### src/rtl/alu_issue_stage.sv
`default_nettype none
// ============================================================================
// Module   : alu_issue_stage
// Purpose  : Decode/issue stage feeding the ALU. Decodes RV32I OP, OP-IMM,
//            LUI and AUIPC into a 4-bit ALU control code plus two operands
//            and queues the result in a 2-entry skid buffer, so in_ready
//            comes straight from the occupancy register.
// Ports    : clk, rst (sync, active-high), flush
//            in_valid/in_ready/instr/pc      - upstream (fetch) handshake
//            rs1_addr/rs2_addr -> regfile, rs1_data/rs2_data <- regfile
//            out_valid/out_ready             - downstream (ALU) handshake
//            alu_ctrl, alu_in1, alu_in2, rd_addr, rd_we, illegal - head op
// Revision : 1.0  initial release
// ============================================================================
module alu_issue_stage #(
    parameter int XLEN  = 32,
    parameter int DEPTH = 2
) (
    input  logic            clk,
    input  logic            rst,
    input  logic            flush,
    input  logic            in_valid,
    output logic            in_ready,
    input  logic [XLEN-1:0] instr,
    input  logic [XLEN-1:0] pc,
    output logic [4:0]      rs1_addr,
    output logic [4:0]      rs2_addr,
    input  logic [XLEN-1:0] rs1_data,
    input  logic [XLEN-1:0] rs2_data,
    output logic            out_valid,
    input  logic            out_ready,
    output logic [3:0]      alu_ctrl,
    output logic [XLEN-1:0] alu_in1,
    output logic [XLEN-1:0] alu_in2,
    output logic [4:0]      rd_addr,
    output logic            rd_we,
    output logic            illegal
);

    localparam logic [6:0] c_OP_OP    = 7'b0110011;
    localparam logic [6:0] c_OP_IMM   = 7'b0010011;
    localparam logic [6:0] c_OP_LUI   = 7'b0110111;
    localparam logic [6:0] c_OP_AUIPC = 7'b0010111;

    localparam logic [6:0] c_F7_BASE  = 7'b0000000;
    localparam logic [6:0] c_F7_ALT   = 7'b0100000;

    localparam logic [3:0] c_ADD  = 4'd0;
    localparam logic [3:0] c_SUB  = 4'd1;
    localparam logic [3:0] c_XOR  = 4'd2;
    localparam logic [3:0] c_OR   = 4'd3;
    localparam logic [3:0] c_AND  = 4'd4;
    localparam logic [3:0] c_SLL  = 4'd5;
    localparam logic [3:0] c_SRL  = 4'd6;
    localparam logic [3:0] c_SRA  = 4'd7;
    localparam logic [3:0] c_SLTU = 4'd8;
    localparam logic [3:0] c_SLT  = 4'd9;

    // Buffer occupancy states
    localparam logic [1:0] c_EMPTY = 2'd0;
    localparam logic [1:0] c_ONE   = 2'd1;
    localparam logic [1:0] c_FULL  = 2'(DEPTH);

    typedef struct packed {
        logic [3:0]      ctrl;
        logic [XLEN-1:0] in1;
        logic [XLEN-1:0] in2;
        logic [4:0]      rd;
        logic            we;
        logic            ill;
    } entry_t;

    logic [1:0] r_count;
    logic [1:0] w_count_nxt;
    entry_t     r_ent0;     // head
    entry_t     r_ent1;     // second slot
    entry_t     w_dec;
    logic       w_legal;
    logic       w_accept;
    logic       w_pop;
    logic       w_load0;
    logic       w_load1;
    logic       w_shift;

    wire [6:0] w_opcode = instr[6:0];
    wire [2:0] w_f3     = instr[14:12];
    wire [6:0] w_f7     = instr[31:25];

    assign rs1_addr = instr[19:15];
    assign rs2_addr = instr[24:20];

    // Shared funct3 -> ALU code map for the base (funct7 = 0) encodings
    function automatic logic [3:0] f3_ctrl(input logic [2:0] f3);
        case (f3)
            3'b000:  f3_ctrl = c_ADD;
            3'b001:  f3_ctrl = c_SLL;
            3'b010:  f3_ctrl = c_SLT;
            3'b011:  f3_ctrl = c_SLTU;
            3'b100:  f3_ctrl = c_XOR;
            3'b101:  f3_ctrl = c_SRL;
            3'b110:  f3_ctrl = c_OR;
            default: f3_ctrl = c_AND;
        endcase
    endfunction

    always_comb begin
        w_dec     = '0;
        w_legal   = 1'b0;
        w_dec.rd  = instr[11:7];
        case (w_opcode)
            c_OP_OP: begin
                w_dec.in1 = rs1_data;
                w_dec.in2 = rs2_data;
                if (w_f7 == c_F7_BASE) begin
                    w_legal    = 1'b1;
                    w_dec.ctrl = f3_ctrl(w_f3);
                end else if (w_f7 == c_F7_ALT && w_f3 == 3'b000) begin
                    w_legal    = 1'b1;
                    w_dec.ctrl = c_SUB;
                end else if (w_f7 == c_F7_ALT && w_f3 == 3'b101) begin
                    w_legal    = 1'b1;
                    w_dec.ctrl = c_SRA;
                end
            end
            c_OP_IMM: begin
                w_dec.in1 = rs1_data;
                if (w_f3 == 3'b001 || w_f3 == 3'b101) begin
                    // Shift-immediates carry a 5-bit shamt; funct7 selects SRL/SRA
                    w_dec.in2 = {27'b0, instr[24:20]};
                    if (w_f7 == c_F7_BASE) begin
                        w_legal    = 1'b1;
                        w_dec.ctrl = f3_ctrl(w_f3);
                    end else if (w_f7 == c_F7_ALT && w_f3 == 3'b101) begin
                        w_legal    = 1'b1;
                        w_dec.ctrl = c_SRA;
                    end
                end else begin
                    w_legal    = 1'b1;
                    w_dec.ctrl = f3_ctrl(w_f3);
                    w_dec.in2  = {{20{instr[31]}}, instr[31:20]};
                end
            end
            c_OP_LUI: begin
                w_legal    = 1'b1;
                w_dec.ctrl = c_ADD;
                w_dec.in2  = {instr[31:12], 12'b0};
            end
            c_OP_AUIPC: begin
                w_legal    = 1'b1;
                w_dec.ctrl = c_ADD;
                w_dec.in1  = pc;
                w_dec.in2  = {instr[31:12], 12'b0};
            end
            default: w_legal = 1'b0;
        endcase
        // Undecodable ops travel as a harmless ADD 0,0 with writeback off
        if (!w_legal) begin
            w_dec.ctrl = c_ADD;
            w_dec.in1  = '0;
            w_dec.in2  = '0;
        end
        w_dec.ill = ~w_legal;
        w_dec.we  = w_legal && (instr[11:7] != 5'd0);
    end

    assign in_ready  = (r_count != c_FULL);
    assign out_valid = (r_count != c_EMPTY);
    assign w_accept  = in_valid & in_ready;
    assign w_pop     = out_valid & out_ready;

    always_comb begin
        w_count_nxt = r_count;
        w_load0     = 1'b0;
        w_load1     = 1'b0;
        w_shift     = 1'b0;
        case (r_count)
            c_EMPTY: begin
                if (w_accept) begin
                    w_count_nxt = c_ONE;
                    w_load0     = 1'b1;
                end
            end
            c_ONE: begin
                if (w_accept && !w_pop) begin
                    w_count_nxt = c_FULL;
                    w_load1     = 1'b1;
                end else if (w_pop && !w_accept) begin
                    w_count_nxt = c_EMPTY;
                end else if (w_accept && w_pop) begin
                    w_load0     = 1'b1;
                end
            end
            c_FULL: begin
                if (w_pop) begin
                    w_count_nxt = c_ONE;
                    w_shift     = 1'b1;
                end
            end
            default: w_count_nxt = c_EMPTY;
        endcase
        // Flush drops everything, including an op offered this very cycle
        if (flush) begin
            w_count_nxt = c_EMPTY;
            w_load0     = 1'b0;
            w_load1     = 1'b0;
            w_shift     = 1'b0;
        end
    end

    always_ff @(posedge clk) begin
        if (rst) begin
            r_count <= c_EMPTY;
            r_ent0  <= '0;
            r_ent1  <= '0;
        end else begin
            r_count <= w_count_nxt;
            if (w_load0) begin
                r_ent0 <= w_dec;
            end else if (w_shift) begin
                r_ent0 <= r_ent1;
            end
            if (w_load1) begin
                r_ent1 <= w_dec;
            end
        end
    end

    assign alu_ctrl = r_ent0.ctrl;
    assign alu_in1  = r_ent0.in1;
    assign alu_in2  = r_ent0.in2;
    assign rd_addr  = r_ent0.rd;
    assign rd_we    = r_ent0.we;
    assign illegal  = r_ent0.ill;

endmodule
`default_nettype wire

### config.mk
export PLATFORM = sky130hd
export DESIGN_NAME = alu_issue_stage
export DESIGN_NICKNAME = d
export VERILOG_FILES = /design/src/rtl/alu_issue_stage.sv
export SDC_FILE = /design/constraint.sdc
export NUM_CORES = 1
export LEC_CHECK = 0
export ABC_AREA = 1
export CORE_MARGIN = 4
export CORE_UTILIZATION = 40
export DETAILED_ROUTE_END_ITERATION = 8
export PLACE_DENSITY = 0.81
export SYNTH_ARGS = -nofsm -noshare
export SYNTH_HDL_FRONTEND = slang
export SYNTH_SLANG_ARGS = --single-unit
### constraint.sdc
create_clock -name clk -period 2.3 [get_ports clk]
set_clock_uncertainty 0.1 [all_clocks]
set_input_delay 0.23 -clock clk [delete_from_list [all_inputs] [get_ports clk]]
set_output_delay 0.23 -clock clk [all_outputs]
set_load 0.01 [all_outputs]
=== Yosys cells after proc, flatten, opt, wreduce, memory -nomap -nowiden ===
Index checks and enable logic that the tools add are counted.

* Register bits after elaboration: 152
* Input port bits: 133
* Output and inout bits: 87
* Word-level logic and storage cells: 88

* Equal/unequal tests: 17
* Muxes and demuxes: 36
* Bitwise operators: 3
* Reduce and logical (&&, ||, !) cells: 19

{| class="wikitable"
|+ Operators with widths
! operator !! count
|-
| 2-to-1 mux 75 bit || 2
|-
| case mux 32 bit (3 select lines) || 1
|-
| 2-to-1 mux 68 bit || 1
|-
| case mux 32 bit (2 select lines) || 1
|-
| 2-to-1 mux 32 bit || 1
|-
| case mux 4 bit (7 select lines) || 1
|-
| equality test 7 x 6 -> 1 bit (second input constant) || 3
|-
| 2-to-1 mux 1 bit || 16
|-
| equality test 7 x 5 -> 1 bit (second input constant) || 2
|-
| 2-to-1 mux 4 bit || 3
|-
| equality test 3 bit (second input constant) || 3
|-
| 2-to-1 mux 2 bit || 4
|-
| case mux 4 bit (2 select lines) || 1
|-
| logical NOT 7 bit || 1
|-
| equality test 3 x 2 -> 1 bit (second input constant) || 2
|-
| logical AND 1 bit || 6
|-
| 2-to-1 mux 3 bit || 2
|-
| != test 2 bit (second input constant) || 3
|-
| case mux 2 bit (3 select lines) || 1
|-
| OR reduction 2 bit || 3
|-
| nonzero test 5 bit || 1
|-
| nonzero test 2 bit || 2
|-
| equality test 3 x 1 -> 1 bit (second input constant) || 1
|-
| logical NOT 3 bit || 1
|-
| 11 further kinds || 13
|}

=== Longest topological paths before layout ===
Gate-level depths: netlist of run 1.

* Word-level depth: 9
* Gate-level depth with buffers: 12
* Depth with buffers taken out: 11

=== Worst setup path after synthesis of run 1 ===
OpenSTA, ideal clock, no wires.

* Path kind: register -> register
* From: reg r_count[1]
* To: reg r_ent0, in the netlist alu_in1[0]
* Setup time: 0.126 ns
* Arrival time: 1.689 ns
* Data required time: 2.074 ns
* Slack: 0.385 ns
* Cell stages (with the launch flop): 13
* Path buffers: 2
* Clock period less this slack: 1.915 ns
* Cell sequence: dfxtp_1 inv_1 nor2_1 nor2_1 ha_1 nand2_1 o21ai_0 nand2_1 clkbuf_1 clkbuf_1 nand3_1 nand2_1 a21oi_2

* Word-level cells in the longest chain between the ends: 9
* Elaborated cells between the ends (all ways): 23
* Classes of those cells: eq/ne (3); mux (10); bitwise (2); reduce/logical (8)

{| class="wikitable"
|+ Ends and longest elaborated chain
! what !! line !! RTL
|-
| start, declared || 73 || <nowiki>logic [1:0] r_count;</nowiki>
|-
| start signal, assigned || 212 || <nowiki>r_count <= c_EMPTY;</nowiki>
|-
| start signal, assigned || 216 || <nowiki>r_count <= w_count_nxt;</nowiki>
|-
| != test 2 bit / nonzero test 2 bit (equally long branches) || 166, 167 ||
|-
| bitwise AND 1 bit, on equally long branches || 168, 169 ||
|-
| logical AND 1 bit / logical NOT 1 bit (equally long branches) || 189, 187 ||
|-
| 2-to-1 mux 1 bit / logical AND 1 bit (equally long branches) || 189, 187 ||
|-
| 2-to-1 mux 1 bit || 187 || <nowiki>end else if (w_pop && !w_accept) begin</nowiki>
|-
| 2-to-1 mux 1 bit || 184 || <nowiki>if (w_accept && !w_pop) begin</nowiki>
|-
| case mux 1 bit (2 select lines) || 176 || <nowiki>case (r_count)</nowiki>
|-
| 2-to-1 mux 1 bit || 202 || <nowiki>if (flush) begin</nowiki>
|-
| 2-to-1 mux 75 bit / nonzero test 2 bit (equally long branches) || - ||
|-
| end signal, assigned || 218 || <nowiki>r_ent0 <= w_dec;</nowiki>
|-
| end signal, assigned || 220 || <nowiki>r_ent0 <= r_ent1;</nowiki>
|-
| end, declared || 75 || <nowiki>entry_t r_ent0;</nowiki>
|}

Parallel ways exist; a longest one is shown, timed or not.
A chain may end at the register's enable or synchronous reset.

=== Worst setup path in the final report of run 1 ===
* From: reg r_count[1]
* To: reg r_ent0, in the netlist rd_addr[4]

The elaborated chain is that of the path after synthesis.

==> out/metrics.csv, run 1 <==
metric;value;unit
required;2.55;ns
crit_path_end_kind;flip-flop;
cp_cell_sequence;inv_1, nor2_1, nor2_1, ha_1, nand2_1, o21ai_0, nand2_2, inv_2, nor2_1, nand2_1, a31oi_1;
ioPinCount;220;
ys_ff_latch;152;
clk_path_buf_depth;2;
avgSynthCellArea;6.609;sq um
grt_usage;21.39;%
antenna_found_initial;0;
internal_power;0.004889;W
ff2ff_path_depth;11;
die_h;143.6;um
gr-total-overflow;0;
wirelength;22650;um
tightest_slew;0.3398;ns
synth_nets;1247;
swShare;25.01;%
synth.distinct_cells;29;
synth_top_cell_by_area;dfxtp_1;
cellLeakagePower;4.219;nW
initialDrtViolationCount;599;
fillers;1658;
ctsResizeCount;0;
layout_common_cells;373 x nand2_1, 219 x clkdlybuf4s50_1, 152 x dfxtp_1;
hold_viol_final;0;
rsz0062_at_grt;no;
ant_nets;0;
seq_power_share;43.2;%
root_buffer;clkbuf_16;
clkLatencyLatePin;0.43;ns
fmax;498.0;MHz
holdWs;0.2930;ns
place.gp.congestion;0.8888;
status;finished, final reports clean;
design.core.area;18020;sq um
netlist_area;7350;sq um
setup_viol;0;
p_comb_share;14.3;%
synth_edf_count;0;
critical_path_class;flip-flop to flip-flop;
crit_buf_inv;2;
yosys.area.top_type_share;41.40;%
num_rows;49;
cp_slowest_stage_delay;0.33;ns
n_antenna_cell;0;
cpMostUsedCell;nor2_1;
maxCapViolations;0;
num_vias;7931;
clkTransAtPathRegs;0.06;ns
hold_path_depth;3;
switchingPower;0.001630;W
fin_crit_sh;87.30;%
wl_per_cell;14.81;um
fin_util;57.82;%
p_per_area;625.6;nW/um^2
yosysWarnings;0;
syn2layout_area_growth;41.79;%
slowest_stage;dfxtp_1;
holdBufCountCts;0;
worstPathMaxFanout;10;
cts_setup_buffers;0;
crit_path_start_kind;flip-flop;
ys_seq_area_share;41.40;%
grt_pass1_vias;7210;
final_common_cell;nand2_1;
clock-sinks;152;
num-nets-final;1422;
drive_gt1_share;6.308;%
fin_tns_setup;0;ns
portBuffers;219;
critical_path_arrival;2.26;ns
slew_violations;0;
ir_drop;0.5143;mV
max-slew-margin-rel;77.11;%
syn_inst;1112;
die-area;20610;sq um
drc;0;
pwr-share-clk;42.6;%
hpwl;15580;um
die_w;143.6;um
grt_pass1_wl;35530;um
htree_levels;4;
post-route-min-period;2.008;ns
start_util;40.77;%
grt_max_degree;86;
ys.flop_type;dfxtp_1;
firstDrtPassIters;5;
hold_class;primary input to flip-flop;
cts_inserted_buffers;17;
vias_per_cell;5.187;
crit_family;simple AND/OR/NAND/NOR gates;
yosys-top-cells-area;dfxtp_1 41%, nand2_1 19%, a21oi_1 9.7%;
ys_async_sr_fraction;0;%
cts_tree;built;
cp.depth;11;
[registers in the layout, indices dropped and copies added, names as in the netlist]
name,cells
r_ent1,75
alu_ctrl,4
alu_in1,32
illegal,1
rd_addr,5
rd_we,1
r_count,2
alu_in2,32
[synth_stat cells, types with 3 or more instances]
cell type and count:
nor2_1 28, a21oi_1 143, o31ai_1 6, clkbuf_1 66, buf_6 4, dfxtp_1 152, o21ai_0 119, nand3_1 91
inv_1 65, inv_2 7, buf_1 3, o211ai_1 15, buf_4 10, nand2_1 374, buf_2 9
[power groups by stage]
stage | combinational, W | clock (W) | sequential, W
after floorplan | 0.000357 | 0 | 0.00290
after global placement | 0.000917 | 0 | 0.00287
after detailed placement | 0.000930 | 0 | 0.00287
after CTS | 0.000935 | 0.00282 | 0.00281
after global routing | 0.00102 | 0.00294 | 0.00283
final | 0.000929 | 0.00278 | 0.00281
[worst paths after layout]
kind | slack, ns | start | end
worst max-delay path | 0.29 | r_count[1] | rd_addr[4]
worst min-delay path | 0.29 | instr[8] | r_ent1[3]
worst max register to register | 0.29 | r_count[1] | rd_addr[4]
worst min register to register | 0.38 | rd_addr[0] | rd_addr[0]
[tightest hold or removal path, cell delays in order]
cell	delay [ns]
clkdlybuf4s50_1	0.40
inv_1	0.08
a21oi_1	0.06
[routing by layer]
| metal | vias up | wire length, um | track usage [%] |
|---|---|---|---|
| met5 | - | 0 | 0 |
| met4 | 0 | 629 | 8.424 |
| met3 | 39 | 1572 | 5.158 |
| met2 | 257 | 10700 | 34.60 |
| met1 | 3655 | 9750 | 27.60 |
| li1 | 3980 | - | - |
[area by class of cell]
| cell class | instances | area, sq um | share of cell area [%] |
|---|---|---|---|
| Timing Repair Buffer | 248 | 2597 | 24.93 |
| Clock buffer | 18 | 439.2 | 4.214 |
| Sequential cell | 152 | 3043 | 29.20 |
| Tap cell | 229 | 286.5 | 2.749 |
| Inverter | 72 | 271.5 | 2.605 |
| Multi-Input combinational cell | 796 | 3635 | 34.88 |
| Clock inverter | 14 | 148.9 | 1.429 |
[cells by family (layout without fill, tap and decap cells)]
logic type	after synthesis	count (layout)	synth area share (%)
flip-flops	152	152	41.40
adder cells (fa/ha/maj)	2	2	0.3404
AO/OA/AOI/OAI	291	291	20.77
buffers and inverters	164	352	9.448
AND/OR/NAND/NOR	503	503	28.04
[stage by stage]
stage / setup WS, ns / total power, W / area, sq um / std cells
floorplan: 0.3850 / 0.003258 / 7350 / 1112
global placement: 0.09129 / 0.003783 / 9833 / 1497
detailed placement: 0.02640 / 0.003800 / 9833 / 1497
CTS: 0.2670 / 0.006569 / 10420 / 1529
global route: 0.1084 / 0.006781 / 10420 / 1529
finish: 0.2921 / 0.006520 / 10420 / 1529
Power figures use the tool's default switching activity.
==> run 2: changes to the inputs <==
Settings changed: CORE_MARGIN 4 to 2, REMOVE_ABC_BUFFERS set to 1.
==> run 2 against run 1 <==
Register-to-register slack gained 0.11 ns. Maximum frequency is 3.6% higher. Cell area increased by 1.4%. Critical path depth decreased by 7. Combinational power is 1% higher. Flip-flop and latch count did not move. Via count decreased by 0.29%. Critical endpoint is now in_ready. Clock power up 8.3%. Core utilization grew 0.79 points. First-iteration DRC count fell by 19%. Wire length decreased by 2.0%. Sequential share of layout area down 0.39 points.
==> out/metrics.csv, run 2 (same netlist as run 1, synthesis figures left out) <==
metric;value;unit;change
status;finished, final reports clean;;unchanged
n_antenna_cell;0;;unchanged
syn2layout_area_growth;43.74;%;was 41.79%
grtUsageMet2;37.49;%;was 34.60%
grt_max_degree;66;;was 86
ioPinCount;220;;unchanged
crit_path_end_kind;primary output;;was flip-flop
grt_pass1_vias;7415;;was 7210
cts_tree;built;;unchanged
rsz0062_at_grt;no;;unchanged
post-route-min-period;1.939;ns;was 2.008 ns
worstPathMaxFanout;4;;was 10
ir_drop;0.5081;mV;was 0.5143 mV
ant_nets;0;;unchanged
setup_viol;0;;unchanged
num_rows;49;;unchanged
tightest_slew;0.4410;ns;was 0.3398 ns
num_vias;7908;;was 7931
dpl.cell_count;1509;;was 1497
place.gp.congestion;0.8458;;was 0.8888
clkLatencyLatePin;0.42;ns;was 0.43 ns
final_cells;1541;;was 1529
start_util;40.77;%;unchanged
fin_crit_sh;84.29;%;was 87.30%
die_w;139.6;um;was 143.6 um
layout_common_cells;373 x nand2_1, 219 x clkdlybuf4s50_1, 152 x dfxtp_1;;unchanged
hold_viol_final;0;;unchanged
hold_path_depth;3;;unchanged
grt_usage;22.36;%;was 21.39%
critical_path_arrival;1.61;ns;was 2.26 ns
required;1.97;ns;was 2.55 ns
r2r_setup_slack;0.40;ns;was 0.29 ns
final_common_cell;nand2_1;;unchanged
drc;0;;unchanged
critical_path_class;flip-flop to primary output;;was flip-flop to flip-flop
r2r_end;rd_addr[0];;was rd_addr[4]
die_h;139.6;um;was 143.6 um
crit_path_start_kind;flip-flop;;unchanged
hold_end;r_ent1[4];;was r_ent1[3]
gr-total-overflow;0;;unchanged
hpwl;15210;um;was 15580 um
ctsResizeCount;0;;unchanged
holdBufCountCts;0;;unchanged
fillers;1627;;was 1658
maxCapViolations;0;;unchanged
place_area;9925;sq um;was 9833 sq um
p_per_area;640.7;nW/um^2;was 625.6 nW/um^2
htree_levels;4;;unchanged
clkTransAtPathRegs;0.07;ns;was 0.06 ns
clk_path_buf_depth;2;;unchanged
regMostFlops;r_ent1;;unchanged
vias_per_cell;5.132;;was 5.187
firstDrtPassIters;6;;was 5
ff2ff_path_depth;11;;unchanged
grt_pass1_wl;35820;um;was 35530 um
grt_use_met3;5.024;%;was 5.158%
num-nets-final;1434;;was 1422
design.core.area;18020;sq um;unchanged
largest_reg_flops;75;;unchanged
antenna_found_initial;0;;unchanged
hp-start;instr[9];;was instr[8]
fmax;515.8;MHz;was 498.0 MHz
wirelength;22200;um;was 22650 um
max-slew-margin-rel;70.34;%;was 77.11%
cts_setup_buffers;0;;unchanged
finish.instance_area;10560;sq um;was 10420 sq um
wl_per_cell;14.40;um;was 14.81 um
cts_inserted_buffers;17;;unchanged
initialDrtViolationCount;486;;was 599
hold_class;primary input to flip-flop;;unchanged
die-area;19470;sq um;was 20610 sq um
slew_violations;0;;unchanged
grt_use_met1;28.20;%;was 27.60%
cellLeakagePower;4.289;nW;was 4.219 nW
portBuffers;219;;unchanged
clock-sinks;152;;unchanged
root_buffer;clkbuf_16;;unchanged
drive_gt1_share;7.165;%;was 6.308%
top_usage_layer;met2;;unchanged
r2r-start;r_count[1];;unchanged
-- run 2: changes by cell type in the layout (fill, tap and decap cells not counted) --
cell       previous run  this run
buf_4                14        26
clkinv_2              4         0
bufinv_16             2         4
clkbuf_8              1         0
inv_4                 0         1
inv_6                 3         4
inv_8                 0         1
-- run 2: per-layer routing --
metal / share of wire (%) / up-vias / routed length [um]
li1: - / 4010 / -
met1: 44 / 3604 / 9748
met2: 48 / 252 / 10630
met3: 5.5 / 42 / 1231
met4: 2.6 / 0 / 585
met5: 0 / - / 0
-- run 2: metrics by stage --
step	total power (W)	setup TNS [ns]	setup slack [ns]	utilization [%]	hold WS, ns
floorplan	0.003226	-354.88	-3.188	-	0.1994
global placement	0.003796	0	0.1426	55.06	0.3705
detailed placement	0.003810	0	0.09269	55.06	0.3833
CTS	0.006807	0	0.3392	58.61	0.2886
global route	0.007022	0	0.2153	58.61	0.3078
finish	0.006768	0	0.3613	58.61	0.3032
-- run 2: how the worst max path moves through the flow --
stage / startpoint / end / slack (ns) / cells after the start
5_1_grt: r_count[1] / rd_addr[0] / 0.22 / 11
6_report: r_count[0] / in_ready / 0.36 / 4
3_3_place_gp: instr[25] / alu_in2[29] / 0.14 / 12
2_1_floorplan: r_count[0] / r_ent1[39] / -3.19 / 7
3_5_place_dp: instr[28] / r_ent1[12] / 0.09 / 12
4_1_cts: r_count[1] / in_ready / 0.34 / 5
-- run 2: area by class of cell --
cell class,count,area [sq um],area share (%)
repair buffers,260,2688,25.44
well taps,229,286.5,2.712
clock buffers,17,425.4,4.027
flip-flops and latches,152,3043,28.80
inverters,72,272.8,2.582
clock inverters,15,214.0,2.025
multi-input cells,796,3635,34.41
-- run 2: worst max-delay path: stages (launching register included) --
cell             delay, ns
dfxtp_1               0.37
nor2_1                0.08
buf_4                 0.14
inv_1                 0.06
clkdlybuf4s50_1       0.53
-- run 2: power by group --
| group | switching [W] | internal [W] |
|---|---|---|
| registers | 0.0000628 | 0.00275 |
| logic | 0.000421 | 0.000520 |
| clock network | 0.00117 | 0.00184 |
